## src/rtl/dac_serial_rx_if.sv

```systemverilog
// Serial DAC monitor bus: SCEn/sdi toward the receiver, decoded word and
// frame statistics back out.
interface dac_serial_rx_if #(
  parameter int FRAME_LEN = 8
);
  logic                 DAC_scen;
  logic                 sdi;
  logic [FRAME_LEN-1:0] word;
  logic                 word_vld;
  logic                 frame_err;
  logic [15:0]          frame_cnt;
  logic [7:0]           err_cnt;
  logic                 link_idle;

  modport master (
    output DAC_scen, sdi,
    input  word, word_vld, frame_err, frame_cnt, err_cnt, link_idle
  );

  modport slave (
    input  DAC_scen, sdi,
    output word, word_vld, frame_err, frame_cnt, err_cnt, link_idle
  );
endinterface

```

## src/rtl/dac_serial_rx.sv

```systemverilog
// Deserialiser and frame-length checker for the SCEn-framed DAC serial line.
//
// state   | meaning
// SYNC    | after reset; waits for SCEn high so a frame in flight is never decoded
// IDLE    | between frames; next SCEn-low edge captures bit 1
// SHIFT   | collecting bits of the current frame
// OVERRUN | frame exceeded FRAME_LEN bits; waits for SCEn release to flag it
module dac_serial_rx #(
  parameter int FRAME_LEN    = 8,
  parameter bit MSB_FIRST    = 1'b1,
  parameter int IDLE_TIMEOUT = 64
) (
  input logic              clk_4M,
  input logic              rst_n,
  dac_serial_rx_if.slave   bus
);

  localparam int              CW       = $clog2(FRAME_LEN + 1);
  localparam logic [CW-1:0]   LAST_BIT = CW'(FRAME_LEN);
  localparam logic [15:0]     IDLE_MAX = 16'(IDLE_TIMEOUT);

  typedef enum logic [1:0] {
    SYNC    = 2'd0,
    IDLE    = 2'd1,
    SHIFT   = 2'd2,
    OVERRUN = 2'd3
  } state_t;

  state_t               state_q, state_nxt;
  logic [CW-1:0]        cnt_q, cnt_nxt;
  logic [FRAME_LEN-1:0] shift_q, shift_nxt, shift_in;
  logic [FRAME_LEN-1:0] word_q;
  logic                 good_set, bad_set;
  logic                 good_q, bad_q;
  logic                 word_vld_q, frame_err_q;
  logic [15:0]          frame_cnt_q;
  logic [7:0]           err_cnt_q;
  logic [15:0]          idle_q, idle_nxt;
  logic                 link_idle_q;
  logic                 scen;

  assign scen = bus.DAC_scen;

  always_comb begin
    if (MSB_FIRST) shift_in = {shift_q[FRAME_LEN-2:0], bus.sdi};
    else           shift_in = {bus.sdi, shift_q[FRAME_LEN-1:1]};
  end

  always_comb begin
    state_nxt = state_q;
    cnt_nxt   = cnt_q;
    shift_nxt = shift_q;
    good_set  = 1'b0;
    bad_set   = 1'b0;
    case (state_q)
      SYNC: begin
        if (scen) state_nxt = IDLE;
      end
      IDLE: begin
        if (!scen) begin
          state_nxt = SHIFT;
          shift_nxt = shift_in;
          cnt_nxt   = CW'(1);
        end
      end
      SHIFT: begin
        if (!scen) begin
          if (cnt_q == LAST_BIT) begin
            state_nxt = OVERRUN;
          end else begin
            shift_nxt = shift_in;
            cnt_nxt   = cnt_q + CW'(1);
          end
        end else begin
          // release edge decides the frame; sdi is not sampled here
          if (cnt_q == LAST_BIT) good_set = 1'b1;
          else                   bad_set  = 1'b1;
          cnt_nxt   = '0;
          state_nxt = IDLE;
        end
      end
      OVERRUN: begin
        if (scen) begin
          bad_set   = 1'b1;
          cnt_nxt   = '0;
          state_nxt = IDLE;
        end
      end
      default: state_nxt = SYNC;
    endcase
  end

  always_comb begin
    idle_nxt = idle_q;
    if (!scen)                                        idle_nxt = '0;
    else if (state_q != SYNC && idle_q != IDLE_MAX)   idle_nxt = idle_q + 16'd1;
  end

  always_ff @(posedge clk_4M or negedge rst_n) begin
    if (!rst_n) begin
      state_q <= SYNC;
      cnt_q   <= '0;
      shift_q <= '0;
      good_q  <= 1'b0;
      bad_q   <= 1'b0;
      idle_q  <= '0;
    end else begin
      state_q <= state_nxt;
      cnt_q   <= cnt_nxt;
      shift_q <= shift_nxt;
      good_q  <= good_set;
      bad_q   <= bad_set;
      idle_q  <= idle_nxt;
    end
  end

  // Frame result is published one edge after release; shift_q still holds the
  // closed frame here even if the next frame's first bit lands on this edge.
  always_ff @(posedge clk_4M or negedge rst_n) begin
    if (!rst_n) begin
      word_q      <= '0;
      word_vld_q  <= 1'b0;
      frame_err_q <= 1'b0;
      frame_cnt_q <= '0;
      err_cnt_q   <= '0;
      link_idle_q <= 1'b0;
    end else begin
      word_vld_q  <= good_q;
      frame_err_q <= bad_q;
      link_idle_q <= (idle_nxt == IDLE_MAX);
      if (good_q) begin
        word_q      <= shift_q;
        frame_cnt_q <= frame_cnt_q + 16'd1;
      end
      if (bad_q && err_cnt_q != 8'hFF) err_cnt_q <= err_cnt_q + 8'd1;
    end
  end

  assign bus.word      = word_q;
  assign bus.word_vld  = word_vld_q;
  assign bus.frame_err = frame_err_q;
  assign bus.frame_cnt = frame_cnt_q;
  assign bus.err_cnt   = err_cnt_q;
  assign bus.link_idle = link_idle_q;

endmodule

```

## src/flat_wrapper.sv

```systemverilog
// flat-port wrapper written by rule: the top's interface ports become plain ports
module dac_serial_rx_flat 
#(
  parameter int FRAME_LEN    = 8,
  parameter bit MSB_FIRST    = 1'b1,
  parameter int IDLE_TIMEOUT = 64
)
  (clk_4M, rst_n, bus_DAC_scen, bus_sdi, bus_word, bus_word_vld, bus_frame_err, bus_frame_cnt, bus_err_cnt, bus_link_idle);
  dac_serial_rx_if #(.FRAME_LEN(FRAME_LEN)) bus_i ();
  input logic clk_4M;
  input logic rst_n;
  input wire logic [$bits(bus_i.DAC_scen)-1:0] bus_DAC_scen;
  input wire logic [$bits(bus_i.sdi)-1:0] bus_sdi;
  output wire logic [$bits(bus_i.word)-1:0] bus_word;
  output wire logic [$bits(bus_i.word_vld)-1:0] bus_word_vld;
  output wire logic [$bits(bus_i.frame_err)-1:0] bus_frame_err;
  output wire logic [$bits(bus_i.frame_cnt)-1:0] bus_frame_cnt;
  output wire logic [$bits(bus_i.err_cnt)-1:0] bus_err_cnt;
  output wire logic [$bits(bus_i.link_idle)-1:0] bus_link_idle;
  assign bus_i.DAC_scen = bus_DAC_scen;
  assign bus_i.sdi = bus_sdi;
  assign bus_word = bus_i.word;
  assign bus_word_vld = bus_i.word_vld;
  assign bus_frame_err = bus_i.frame_err;
  assign bus_frame_cnt = bus_i.frame_cnt;
  assign bus_err_cnt = bus_i.err_cnt;
  assign bus_link_idle = bus_i.link_idle;
  dac_serial_rx #(.FRAME_LEN(FRAME_LEN), .MSB_FIRST(MSB_FIRST), .IDLE_TIMEOUT(IDLE_TIMEOUT)) u_core (.clk_4M(clk_4M), .rst_n(rst_n), .bus(bus_i));
endmodule
```

## config.mk

```make
export PLATFORM = sky130hd
export DESIGN_NAME = dac_serial_rx_flat
export DESIGN_NICKNAME = d
export VERILOG_FILES = /design/src/rtl/dac_serial_rx_if.sv /design/src/rtl/dac_serial_rx.sv /design/src/flat_wrapper.sv
export SDC_FILE = /design/constraint.sdc
export NUM_CORES = 1
export LEC_CHECK = 0
export BUFFER_PORTS_ARGS = -buffer_cell sky130_fd_sc_hd__clkbuf_2
export CORE_MARGIN = 2
export CORE_UTILIZATION = 30
export CTS_CLUSTER_DIAMETER = 60
export DETAILED_ROUTE_END_ITERATION = 8
export SLEW_MARGIN = 15
export SYNTH_ARGS = -nofsm -noshare
export SYNTH_HDL_FRONTEND = slang
export SYNTH_SLANG_ARGS = --single-unit
```

## constraint.sdc

```tcl
create_clock -name clk_4M -period 2.3 [get_ports clk_4M]
set_input_delay 0.115 -clock clk_4M [delete_from_list [all_inputs] [get_ports clk_4M]]
set_output_delay 0.115 -clock clk_4M [all_outputs]
set_load 0.01 [all_outputs]
```

==> key figures, run 1 <==
Setup path
  • Crit. Startpoint: u_core.idle_q[4]
  • Reg-to-reg critical path startpoint: u_core.idle_q[4]
  • Slowest cell on crit path: dfrtp_1
  • CP max FO: 8
  • Worst path depth: 5
  • Worst setup EP type: flop
  • Crit start category: flop
  • WP buf/inv: 0
  • Worst r2r dst: u_core.bus.link_idle
  • Reg-to-reg slack, setup: 150 ps
  • CP Cell Sequence: nor4_1, a41oi_1, o31ai_1, o2111ai_1, nor4_2
  • Worst setup path class: flop to flop
  • CP endpoint: u_core.bus.link_idle
  • CP peak stage delay: 510 ps
  • Top delay family on crit path: compound AO/OA/AOI/OAI gates
  • WP data required: 2570 ps
  • Reg2Reg Depth: 5
  • WP data arrival: 2410 ps

Detailed routing
  • DRT Pass-1 Iters: 4
  • Initial DRC count: 132
  • Drt drc: 0
  • Vias per cell: 4.844
  • Via count: 2364
  • WL per Instance: 13.49 um
  • Routed Wire Length: 6.581 mm
  • Final ANT Viol Nets: 0

STA
  • Final Hold Fails: 0
  • Final worst path period share: 93.31%
  • Slew margin rel.: 53.59%
  • Worst slew pin tran: 696.1 ps
  • Hold Slack: 256.1 ps
  • Clock skew: 8.875 ps
  • Fmax achieved: 465.9 MHz
  • Min Clock Period, post-route: 2146 ps
  • Slew Limit Fails: 0
  • Setup violations, final: 0
  • Setup TNS: 0 ps
  • RSZ-0062 raised after global routing: false

Die
  • Die ar.: 11900 um^2
  • Initial Util: 30.69%
  • IO Pins: 39
  • Die width: 109.1 um
  • Vert. Die Dim: 109.1 um
  • Row count: 38
  • Core area: 10790 um^2

Clocking
  • CTS Root Buffer Type: clkbuf_8
  • # clock sinks: 67
  • Num CTS Buffers: 9
  • Post-CTS Setup Bufs: 0
  • Clock latency at the later pin of the worst-skew pair: 350 ps
  • CTS tree: built
  • Longest Clk Path Bufs: 2
  • Reg clk slew, reported paths: 80 ps
  • Htree depth: 3

Pwr
  • Sequential power share: 46.6%
  • P_leak: 1.812 nW
  • Clk pwr share: 29.6%
  • Maximum vdd drop: 0.0002830 V
  • P_int: 2.276 mW
  • PD cells: 849.3 nW/um^2
  • Total net switching power: 1.053 mW
  • Sw Ratio: 31.64%
  • Combinational share of power: 23.8%

Place
  • Detail Placement HPWL: 4.673 mm
  • Number of buffers added on ports: 38
  • Gpl congestion: 0.7914

Finish
  • Leading cell type in the layout, fill and taps excluded: dfrtp_1
  • Area delta synth->final: 18.36%
  • Filler Cell Count: 1083
  • Final net count: 360
  • Commonest cells after routing, fill and taps aside: 67 x dfrtp_1, 37 x clkbuf_2, 24 x nand2_1
  • Fraction of layout cells with a size suffix above 1: 26.15%
  • N_diodes: 0

Logic synthesis
  • Post-synth ARST share: 100.0%
  • Avg Inst Size Synth: 11.30 um^2
  • Post-synth top area share: 50.62%
  • Cell variety after synth: 52
  • Synth area leaders: dfrtp_1 51%, mux2_2 6.5%, xnor2_1 5.8%, ha_1 4.5%, nand2_1 2.7%
  • Post-synthesis sequential area ratio: 50.62%
  • YS warnings: 0
  • Syn Inst Count: 293
  • Post-Syn Nets: 309
  • Post-synth top area cell: dfrtp_1
  • Number of synthesized flops with an enable pin: 0
  • Top FF cell, synth: dfrtp_1
  • Post-synthesis register bit count: 67
  • Mapped cell area: 3312 um^2

Flow run
  • Max_cap viols: 0

Outcome
  • Status: finished clean

GRT
  • Antenna violations before repair: 0
  • Gr usage total: 11.87%
  • Pin count of the biggest net entering global routing: 39
  • First-pass GRT wire length: 10.92 mm
  • Number of global-route vias before repair: 2311
  • Grt total ovfl: 0

Min path
  • HP Class: primary input to flop
==> worst reg2reg max path: cells and delay by family, from the launching register on <==
kind             cells  cell delay, ps
AND/OR/NAND/NOR      2             750
AO/OA/AOI/OAI        3             810
flip-flops           1             510
==> logic make-up after synthesis <==
family / count (synthesis) / synth area share [%]
mux: 23 / 7.669
compound gates: 34 / 7.405
xor+xnor: 31 / 8.198
fa+ha+maj: 12 / 4.533
buf+inv: 18 / 2.380
flops: 67 / 50.62
simple gates: 108 / 19.19
==> sequential cells by signal, summed over array words and instances (netlist names), 2 cells and up <==
| signal | cells |
|---|---|
| u_core.cnt_q | 4 |
| u_core.bus.word | 8 |
| u_core.idle_q | 16 |
| u_core.state_q | 2 |
| u_core.bus.frame_cnt | 16 |
| u_core.shift_q | 8 |
| u_core.bus.err_cnt | 8 |
==> timing repair <==
action / in CTS / in global routing
gates resized for setup: 0 / 1
hold buffers: 2 / 0
endpoints found under the hold margin: 30 / 0
setup endpoints to repair: 0 / 1
==> Yosys cell counts (all sizes together) (2+ instances only) <==
master / number
nor4: 8
nand3b: 2
and3: 7
mux2: 19
o2111ai: 2
clkbuf: 4
nand3: 5
mux2i: 4
a21oi: 11
o21bai: 2
nor3: 6
o21ai: 7
nor2: 23
or3: 6
dfrtp: 67
clkinv: 2
ha: 12
nand2: 24
nand4: 11
xnor2: 22
nand2b: 4
xor2: 9
or2b: 3
buf: 3
inv: 9
nor2b: 2
==> metal layers <==
metal  global-route usage [%]  vias to the layer above  share of wire (%)
met5                        0                        -                  0
li1                         -                     1138                  -
met3                    2.989                       13                4.5
met1                    14.47                     1160                 48
met4                    6.868                        0                2.4
met2                    18.99                       53                 45
==> per-stage QoR <==
step	instance area (um^2)	cells	power (mW)	utilization (%)	setup WS [ps]
after detailed placement	3705	471	2.369	34.33	171.5
after CTS	3918	488	3.370	36.30	150.3
after floorplan	3312	293	2.105	-	168.3
after global routing	3920	488	3.568	36.32	40.69
final	3920	488	3.329	36.32	153.8
after global placement	3705	471	2.332	34.33	217.5
==> worst min path at each step <==
| stage | start | to | slack (ps) | depth (start not counted) |
|---|---|---|---|---|
| 6_report | bus_DAC_scen | u_core.idle_q[12] | 260 | 3 |
| 2_1_floorplan | rst_n | u_core.bad_q | -180 | 0 |
| 5_1_grt | bus_DAC_scen | u_core.idle_q[12] | 290 | 3 |
| 3_3_place_gp | rst_n | u_core.bus.frame_cnt[0] | 200 | 1 |
| 4_1_cts | bus_DAC_scen | u_core.idle_q[12] | 240 | 3 |
| 3_5_place_dp | rst_n | u_core.bus.frame_cnt[0] | 210 | 1 |
==> area by class of cell <==
cell class	instances	area [um^2]	area share, %
Multi-Input combinational cell	208	1559	39.77
Clock buffer	11	141.4	3.607
Clock inverter	4	51.30	1.309
Timing Repair Buffer	47	275.3	7.022
Sequential cell	67	1677	42.77
Tap cell	140	175.2	4.469
Inverter	11	41.29	1.053
==> power by group through the flow <==
stage	clock, mW	sequential, mW	combinational, mW
CTS	1.02	1.55	0.804
finish	0.986	1.55	0.792
global placement	0	1.56	0.768
detailed placement	0	1.57	0.796
floorplan	0	1.55	0.550
global route	1.07	1.59	0.906
Power figures use the tool's default switching activity.
==> run 2: changes to the inputs <==
--- a/config.mk
+++ b/config.mk
@@ -6,7 +6,6 @@
 export NUM_CORES = 1
 export LEC_CHECK = 0
 export BUFFER_PORTS_ARGS = -buffer_cell sky130_fd_sc_hd__clkbuf_2
-export CORE_MARGIN = 2
 export CORE_UTILIZATION = 30
 export CTS_CLUSTER_DIAMETER = 60
 export DETAILED_ROUTE_END_ITERATION = 8
==> run 2 against run 1 <==
Net effect:
- non-clock buffer count rose by 9
- worst setup slack got worse by 19 ps
- cell count rose by 1.2%
- register-to-register slack got worse by 20 ps
- die area fell by 3.6%
- highest routed layer unchanged
==> key figures, run 2 (same netlist as run 1, synthesis figures left out) <==
Outcome
  • Status: finished clean

Die
  • Row count: 37
  • Die ar.: 11460 um^2
  • IO Pins: 39
  • Core area: 10510 um^2
  • Initial Util: 31.52%
  • Die width: 107.1 um
  • Vert. Die Dim: 107.1 um

Detailed routing
  • Via count: 2403
  • Final ANT Viol Nets: 0
  • Initial DRC count: 143
  • Routed Wire Length: 6.587 mm
  • Vias per cell: 4.864
  • DRT Pass-1 Iters: 4
  • Drt drc: 0
  • WL per Instance: 13.33 um

Pwr
  • Combinational share of power: 25.5%
  • P_leak: 1.871 nW
  • Sw Ratio: 31.73%
  • Clk pwr share: 28.6%
  • PD cells: 846.0 nW/um^2
  • Sequential power share: 46.0%
  • Maximum vdd drop: 0.0003557 V
  • P_int: 2.301 mW
  • Total net switching power: 1.069 mW

Finish
  • Leading cell type in the layout, fill and taps excluded: dfrtp_1
  • Filler Cell Count: 1004
  • Area delta synth->final: 20.29%
  • N_diodes: 0
  • Final net count: 369
  • Final Core Density: 37.91%
  • Commonest cells after routing, fill and taps aside: 67 x dfrtp_1, 37 x clkbuf_2, 24 x nand2_1
  • Fraction of layout cells with a size suffix above 1: 28.49%

STA
  • Slew Limit Fails: 0
  • Setup violations, final: 0
  • Final Hold Fails: 0
  • Slew margin rel.: 64.09%
  • Fmax achieved: 461.8 MHz
  • Worst slew pin tran: 533.7 ps
  • Setup TNS: 0 ps
  • Clock skew: 7.994 ps
  • Min Clock Period, post-route: 2166 ps
  • Final worst path period share: 94.15%

Setup path
  • Worst setup path class: flop to flop
  • CP max FO: 5
  • CP Cell Sequence: inv_2, ha_1, nand3b_1, buf_4, xnor2_1, o41ai_1, o2111ai_1, nor4_2
  • WP data required: 2550 ps
  • Slowest cell on crit path: dfrtp_1
  • Worst setup EP type: flop
  • Reg-to-reg slack, setup: 130 ps
  • Crit start category: flop
  • WP data arrival: 2410 ps
  • CP peak stage delay: 380 ps

Clocking
  • # clock sinks: 67
  • CTS tree: built
  • Clock latency at the later pin of the worst-skew pair: 340 ps
  • Longest Clk Path Bufs: 2
  • Htree depth: 3
  • Reg clk slew, reported paths: 70 ps
  • CTS Root Buffer Type: clkbuf_8
  • Num CTS Buffers: 9

GRT
  • Antenna violations before repair: 0
  • Grt total ovfl: 0
  • Number of global-route vias before repair: 2300
  • First-pass GRT wire length: 11.18 mm
  • Gr usage total: 12.46%
  • Pin count of the biggest net entering global routing: 37

Min path
  • HP Class: primary input to asynchronous set/reset pin

Place
  • Number of buffers added on ports: 38
  • Gpl congestion: 0.8595
  • Detail Placement HPWL: 4.707 mm

Flow run
  • Max_cap viols: 0
-- run 2: worst max-delay path: cells and delay by family, from the launching register on --
family / cells / cell delay [ps]
DFF: 1 / 380
adders and majority gates: 1 / 220
AOI/OAI and AO/OA: 2 / 600
xor gates and xnor gates: 1 / 120
and+or+nand+nor: 2 / 480
buffers and inverters: 2 / 280
-- run 2: metal layers --
| metal | global-route usage (%) | vias up | wire length [um] |
|---|---|---|---|
| li1 | - | 1159 | - |
| met1 | 17.02 | 1170 | 3259 |
| met2 | 18.85 | 66 | 2900 |
| met3 | 3.769 | 8 | 338 |
| met4 | 3.816 | 0 | 89 |
| met5 | 0 | - | 0 |
-- run 2: metrics by stage --
step                total power [mW]  setup WS, ps  area, um^2  hold slack, ps  instances
floorplan                      2.105         168.3        3312          -180.6        293
global placement               2.352         191.5        3732          -36.56        473
detailed placement             2.387         140.7        3732          -32.44        473
CTS                            3.380         120.7        3945           119.9        491
global route                   3.594        -41.56        3984           157.9        494
finish                         3.370         134.5        3984           139.0        494
-- run 2: final cells by class --
| cell class | instances | area, um^2 | area share [%] |
|---|---|---|---|
| sequential | 67 | 1677 | 42.09 |
| multi-input combinational | 208 | 1573 | 39.48 |
| timing repair buffer | 56 | 330.3 | 8.291 |
| tap | 136 | 170.2 | 4.271 |
| clock buffer | 10 | 127.6 | 3.204 |
| clock inverter | 6 | 65.06 | 1.633 |
| inverter | 11 | 41.29 | 1.036 |
-- run 2: what timing repair did --
item,4_1_cts,5_1_grt
hold endpoints to repair,68,0
buffers inserted,0,3
hold buffers,2,0
resized for setup,0,3
endpoints found under the setup margin,0,1
-- run 2: path summary, 6_finish.rpt --
path,endpoint,startpoint,cells past startpoint
min in group clk_4M,u_core.idle_q[6],bus_DAC_scen,3
hold / removal,u_core.bus.err_cnt[5],rst_n,2
setup / recovery,u_core.bus.link_idle,u_core.state_q[1],8
setup reg to reg,u_core.bus.link_idle,u_core.state_q[1],8
max in group asynchronous,u_core.bus.word[4],rst_n,3
hold reg to reg,u_core.bus.frame_err,u_core.bad_q,0
-- run 2: power by group through the flow --
stage | registers [mW] | clock network, mW | logic (mW)
after CTS | 1.55 | 1.01 | 0.819
final | 1.55 | 0.964 | 0.858
after floorplan | 1.55 | 0 | 0.550
after detailed placement | 1.58 | 0 | 0.810
after global routing | 1.58 | 1.05 | 0.964
after global placement | 1.57 | 0 | 0.786
